`config.mk`:
```
export PLATFORM = sky130hd
export DESIGN_NAME = lfsr_gen_flat
export DESIGN_NICKNAME = d
export VERILOG_FILES = /design/src/rtl/lfsr_gen_if.sv /design/src/rtl/lfsr_gen.sv /design/src/flat_wrapper.sv
export SDC_FILE = /design/constraint.sdc
export NUM_CORES = 1
export LEC_CHECK = 0
export CAP_MARGIN = 20
export CORE_ASPECT_RATIO = 1.2
export CORE_MARGIN = 2
export CORE_UTILIZATION = 40
export DETAILED_ROUTE_END_ITERATION = 6
export HOLD_SLACK_MARGIN = 0.15
export PLACE_DENSITY = 0.8
export REMOVE_ABC_BUFFERS = 1
export SLEW_MARGIN = 20
export SYNTH_ARGS = -nofsm -noshare
export SYNTH_HDL_FRONTEND = slang
export SYNTH_SLANG_ARGS = --single-unit
```
`constraint.sdc`:
```
create_clock -name clk -period 1.2 [get_ports clk]
set_input_delay 0.24 -clock clk [delete_from_list [all_inputs] [get_ports clk]]
set_output_delay 0.24 -clock clk [all_outputs]
set_load 0.01 [all_outputs]
```
`src/rtl/lfsr_gen_if.sv`:
```
// lfsr_gen_if: control and pattern bus between the stimulus controller and the LFSR generator
interface lfsr_gen_if #(
  parameter int WIDTH = 26,
  parameter int STEPS = 1
);
  logic             en;
  logic             load;
  logic [1:WIDTH]   din;
  logic [1:WIDTH]   q;
  logic [1:STEPS]   out_bits;
  logic             wrap;
  logic [WIDTH-1:0] period;
  modport master (output en, load, din, input q, out_bits, wrap, period);
  modport slave  (input en, load, din, output q, out_bits, wrap, period);
endinterface

```
`src/rtl/lfsr_gen.sv`:
```
// lfsr_gen: parametrised Galois LFSR with enable, multi-step advance and zero-state recovery.
// Define LFSR_GEN_WRAP_EN to add period-wrap detection (wrap/period outputs).
module lfsr_gen #(
  parameter int             WIDTH = 26,
  parameter logic [1:WIDTH] TAPS  = 26'b01000011000000000000000000,
  parameter logic [1:WIDTH] SEED  = {{(WIDTH-1){1'b0}}, 1'b1},
  parameter int             STEPS = 1
) (
  input logic        clk,
  input logic        rst_n,
  lfsr_gen_if.slave  b
);
  localparam logic [1:WIDTH] ONE = {{(WIDTH-1){1'b0}}, 1'b1};
  logic [1:WIDTH] q, adv, ld;
  logic [1:STEPS] out_bits, ob;
  logic           zero;
  function automatic logic [1:WIDTH] shift1(input logic [1:WIDTH] s);
    shift1 = {s[WIDTH], s[1:WIDTH-1] ^ (TAPS[2:WIDTH] & {(WIDTH-1){s[WIDTH]}})};
  endfunction
  // STEPS single shifts unrolled; each step records the bit leaving stage WIDTH
  always_comb begin
    adv = q;
    ob  = '0;
    for (int k = 1; k <= STEPS; k++) begin
      ob[k] = adv[WIDTH];
      adv   = shift1(adv);
    end
  end
  assign zero = q == '0;
  assign ld   = |b.din ? b.din : ONE;
  always_ff @(posedge clk) begin
    if (!rst_n) begin
      q        <= SEED;
      out_bits <= '0;
    end else if (b.load) begin
      q        <= ld;
      out_bits <= '0;
    end else if (b.en) begin
      q        <= zero ? ONE : adv;
      out_bits <= zero ? '0 : ob;
    end
  end
  assign b.q        = q;
  assign b.out_bits = out_bits;
`ifdef LFSR_GEN_WRAP_EN
  logic [1:WIDTH]   start;
  logic [WIDTH-1:0] cnt, period;
  logic             wrap;
  // start tracks the state a period is measured from: seed, loaded value or recovered 1
  always_ff @(posedge clk) begin
    if (!rst_n) begin
      start  <= SEED;
      cnt    <= '0;
      period <= '0;
      wrap   <= 1'b0;
    end else begin
      wrap <= 1'b0;
      if (b.load) begin
        start <= ld;
        cnt   <= '0;
      end else if (b.en && zero) begin
        start <= ONE;
        cnt   <= '0;
      end else if (b.en) begin
        if (adv == start) begin
          wrap   <= 1'b1;
          period <= cnt + 1'b1;
          cnt    <= '0;
        end else begin
          cnt <= cnt + 1'b1;
        end
      end
    end
  end
  assign b.wrap   = wrap;
  assign b.period = period;
`else
  assign b.wrap   = 1'b0;
  assign b.period = '0;
`endif
endmodule
```
`src/flat_wrapper.sv`:
```
// flat-port wrapper written by rule: the top's interface ports become plain ports
module lfsr_gen_flat 
#(
  parameter int             WIDTH = 26,
  parameter logic [1:WIDTH] TAPS  = 26'b01000011000000000000000000,
  parameter logic [1:WIDTH] SEED  = {{(WIDTH-1){1'b0}}, 1'b1},
  parameter int             STEPS = 1
)
  (clk, rst_n, b_en, b_load, b_din, b_q, b_out_bits, b_wrap, b_period);
  lfsr_gen_if #(.WIDTH(WIDTH), .STEPS(STEPS)) b_i ();
  input logic clk;
  input logic rst_n;
  input wire logic [$bits(b_i.en)-1:0] b_en;
  input wire logic [$bits(b_i.load)-1:0] b_load;
  input wire logic [$bits(b_i.din)-1:0] b_din;
  output wire logic [$bits(b_i.q)-1:0] b_q;
  output wire logic [$bits(b_i.out_bits)-1:0] b_out_bits;
  output wire logic [$bits(b_i.wrap)-1:0] b_wrap;
  output wire logic [$bits(b_i.period)-1:0] b_period;
  assign b_i.en = b_en;
  assign b_i.load = b_load;
  assign b_i.din = b_din;
  assign b_q = b_i.q;
  assign b_out_bits = b_i.out_bits;
  assign b_wrap = b_i.wrap;
  assign b_period = b_i.period;
  lfsr_gen #(.WIDTH(WIDTH), .TAPS(TAPS), .SEED(SEED), .STEPS(STEPS)) u_core (.clk(clk), .rst_n(rst_n), .b(b_i));
endmodule
```
==> summary.txt <==
status: finished with violations
failing checks: negative setup slack
area growth from synthesis to layout: 51.4%
R2R Setup Slk: 0.02 ns
CP Capture Type: flip-flop
port bufs: 56
first-pass GRT wire length: 6.51 mm
final-report hold violation count: 0
CTS Buffer Depth: 2
setup violators final: 1
wire length on met2: 2.11 mm
RSZ-0062 raised after global routing: yes
drt pass-1 iters: 6
Async S/R FF share, synth: 0%
Warnings, synthesis: 0
Clock transition at path regs: 0.09 ns
EDFF count, synth: 0
Top Metal Used: met4
fin nets: 286
Static Leak: 1.32 nW
# hold bufs at CTS: 0
drt drc: 0
Num CTS Buffers: 3
RePlAce Congestion: 0.817
Post-Synthesis Cell Area: 0.00163 mm2
starting density of the core: 41.4%
synth cell count leaders: buf_4, dfxtp_1, mux2i_1
Die X: 62.3 um
dpl hpwl: 3.10 mm
post-CTS setup buffers: 0
Fmax: 828 MHz
Slew Viols, Final: 0
Final WS setup: -0.00812 ns
site row count: 25
CP Launch Type: input port
clk_lat worst skew: 0.27 ns
Vias/cell: 4.83
Area contributors post-synth: dfxtp_1, mux2i_1, buf_4
most frequent cell after synthesis: buf_4
root buffer cell: clkbuf_8
max cap viols: 0
total gr overflow: 0
Synth area leader: dfxtp_1
1st-iter DRT viols: 61
layout cell share with drive strength beyond 1: 23.5%
Die Y: 73.9 um
drt wl/cell: 13.1 um
non-filler instance count after layout: 309
Crit path arrival time: 1.40 ns
vias in the first global route: 1408
worst min path class: in -> reg
Cell Pwr Density: 906 mW/mm2
Die ar.: 0.00460 mm2
Metal-1 WL: 1.66 mm
Post-Synthesis Cells: 172
FF+latch count, synth: 27
synthesized area per cell: 9.48 um2
total number of vias: 1491
Fin Hold WS: 0.372 ns
FF-to-FF Start: u_core.b.q[8]
synth unique cells: 27
post-route ant nets: 0
Final min period: 1.21 ns
sequential-to-total area share from yosys stat: 33.2%
# placed instances: 305
WL final: 4.04 mm
Worst Path Max Fanout: 2
initial antenna violation count: 0
origin of the worst setup path: b_din[10]
met3 WL post-DR: 242 um
GRT Util Overall: 17.5%
worst hold start: b_din[11]
antenna cells: 0
H-tree depth: 1
clk sinks: 27
Crit Path Category: in -> reg
Top FF cell, synth: dfxtp_1
post-place setup slack: -0.419 ns
fin util: 62.6%
CTS tree: yes
largest net degree at the start of global routing: 29
core area: 0.00394 mm2
worst path required time: 1.40 ns
Setup Skew: 0.00311 ns
top-area cell type share of the netlist area: 33.2%
maximum vdd ir drop: 542 uV
Ports: 84
Final Cycle Share: 101%
-- metal layers --
layer	global-route usage, %	vias up
met1	19.9	691
met3	3.48	4
li1	-	738
met2	34.1	58
met4	4.44	0
met5	0	-
-- report_power, final --
part	internal, W	switching, W
logic	0.000382	0.000314
registers	0.000967	0.0000562
clock network	0.000238	0.000278
total	0.00159	0.000649
-- sequential cells by signal, indices dropped and copies added (netlist names) --
name               cells
u_core.b.q            26
u_core.b.out_bits      1
-- cells by family (layout without fill, tap and decap cells) --
family,Yosys count,count (layout),share of synthesized area (%)
mux,24,24,14.8
xor+xnor,3,3,1.61
simple gates,46,46,14.5
other cells,1,27,0.230
buf+inv,40,97,18.9
flops,27,27,33.2
compound gates,31,31,16.8
-- metrics by stage --
| step | setup TNS [ns] | power (W) | instance area, um2 |
|---|---|---|---|
| global route | -0.0455 | 0.00235 | 2470 |
| detailed placement | -8.00 | 0.00175 | 2370 |
| floorplan | 0 | 0.00130 | 1420 |
| CTS | 0 | 0.00223 | 2430 |
| global placement | -7.88 | 0.00175 | 2370 |
| finish | -0.00812 | 0.00224 | 2470 |
-- cells in the final DEF, fill, tap and decap left out, drive strengths merged --
master | synthesis | final
dlygate4sd2 | 0 | 31
clkdlybuf4s15 | 0 | 3
a21oi | 4 | 4
a211oi | 3 | 3
nand4 | 2 | 2
a21boi | 1 | 1
dfxtp | 27 | 27
nor4 | 11 | 11
o21ai | 1 | 1
inv | 1 | 1
and3 | 1 | 1
nor2 | 3 | 3
o2111ai | 1 | 1
buf | 37 | 36
nor3 | 1 | 1
mux2i | 23 | 23
conb | 1 | 27
clkbuf | 2 | 4
mux2 | 1 | 1
nor2b | 3 | 3
o211a | 21 | 21
clkdlybuf4s50 | 0 | 22
nand2 | 21 | 21
and4 | 2 | 2
nor4b | 2 | 2
xnor2 | 3 | 3
-- what timing repair did --
action                                  in CTS  in global routing
endpoints found under the setup margin      46                 10
gates resized for setup                     47                 14
cloned                                       0                  0
pin swaps                                    5                  1
-- final cells by class --
cell class	count	area, um2
Fill cell	353	1470
Multi-Input combinational cell	131	947
Timing Repair Buffer	92	846
Sequential cell	27	559
Tap cell	54	67.6
Clock buffer	4	45.0
Inverter	1	3.75
-- critical path: stages --
cell and delay (ns):
clkdlybuf4s50_1 0.46, nor4b_2 0.27, and4_1 0.22, nand4_1 0.10, o2111ai_2 0.11
-- worst paths after layout --
| path | cells after the start | endpoint |
|---|---|---|
| worst max register to register | 4 | u_core.b.q[26] |
| worst max-delay path | 5 | u_core.b.q[26] |
| worst min-delay path | 2 | u_core.b.q[15] |
| worst min register to register | 3 | u_core.b.q[17] |
No activity file was read; power rests on OpenSTA's default activity.
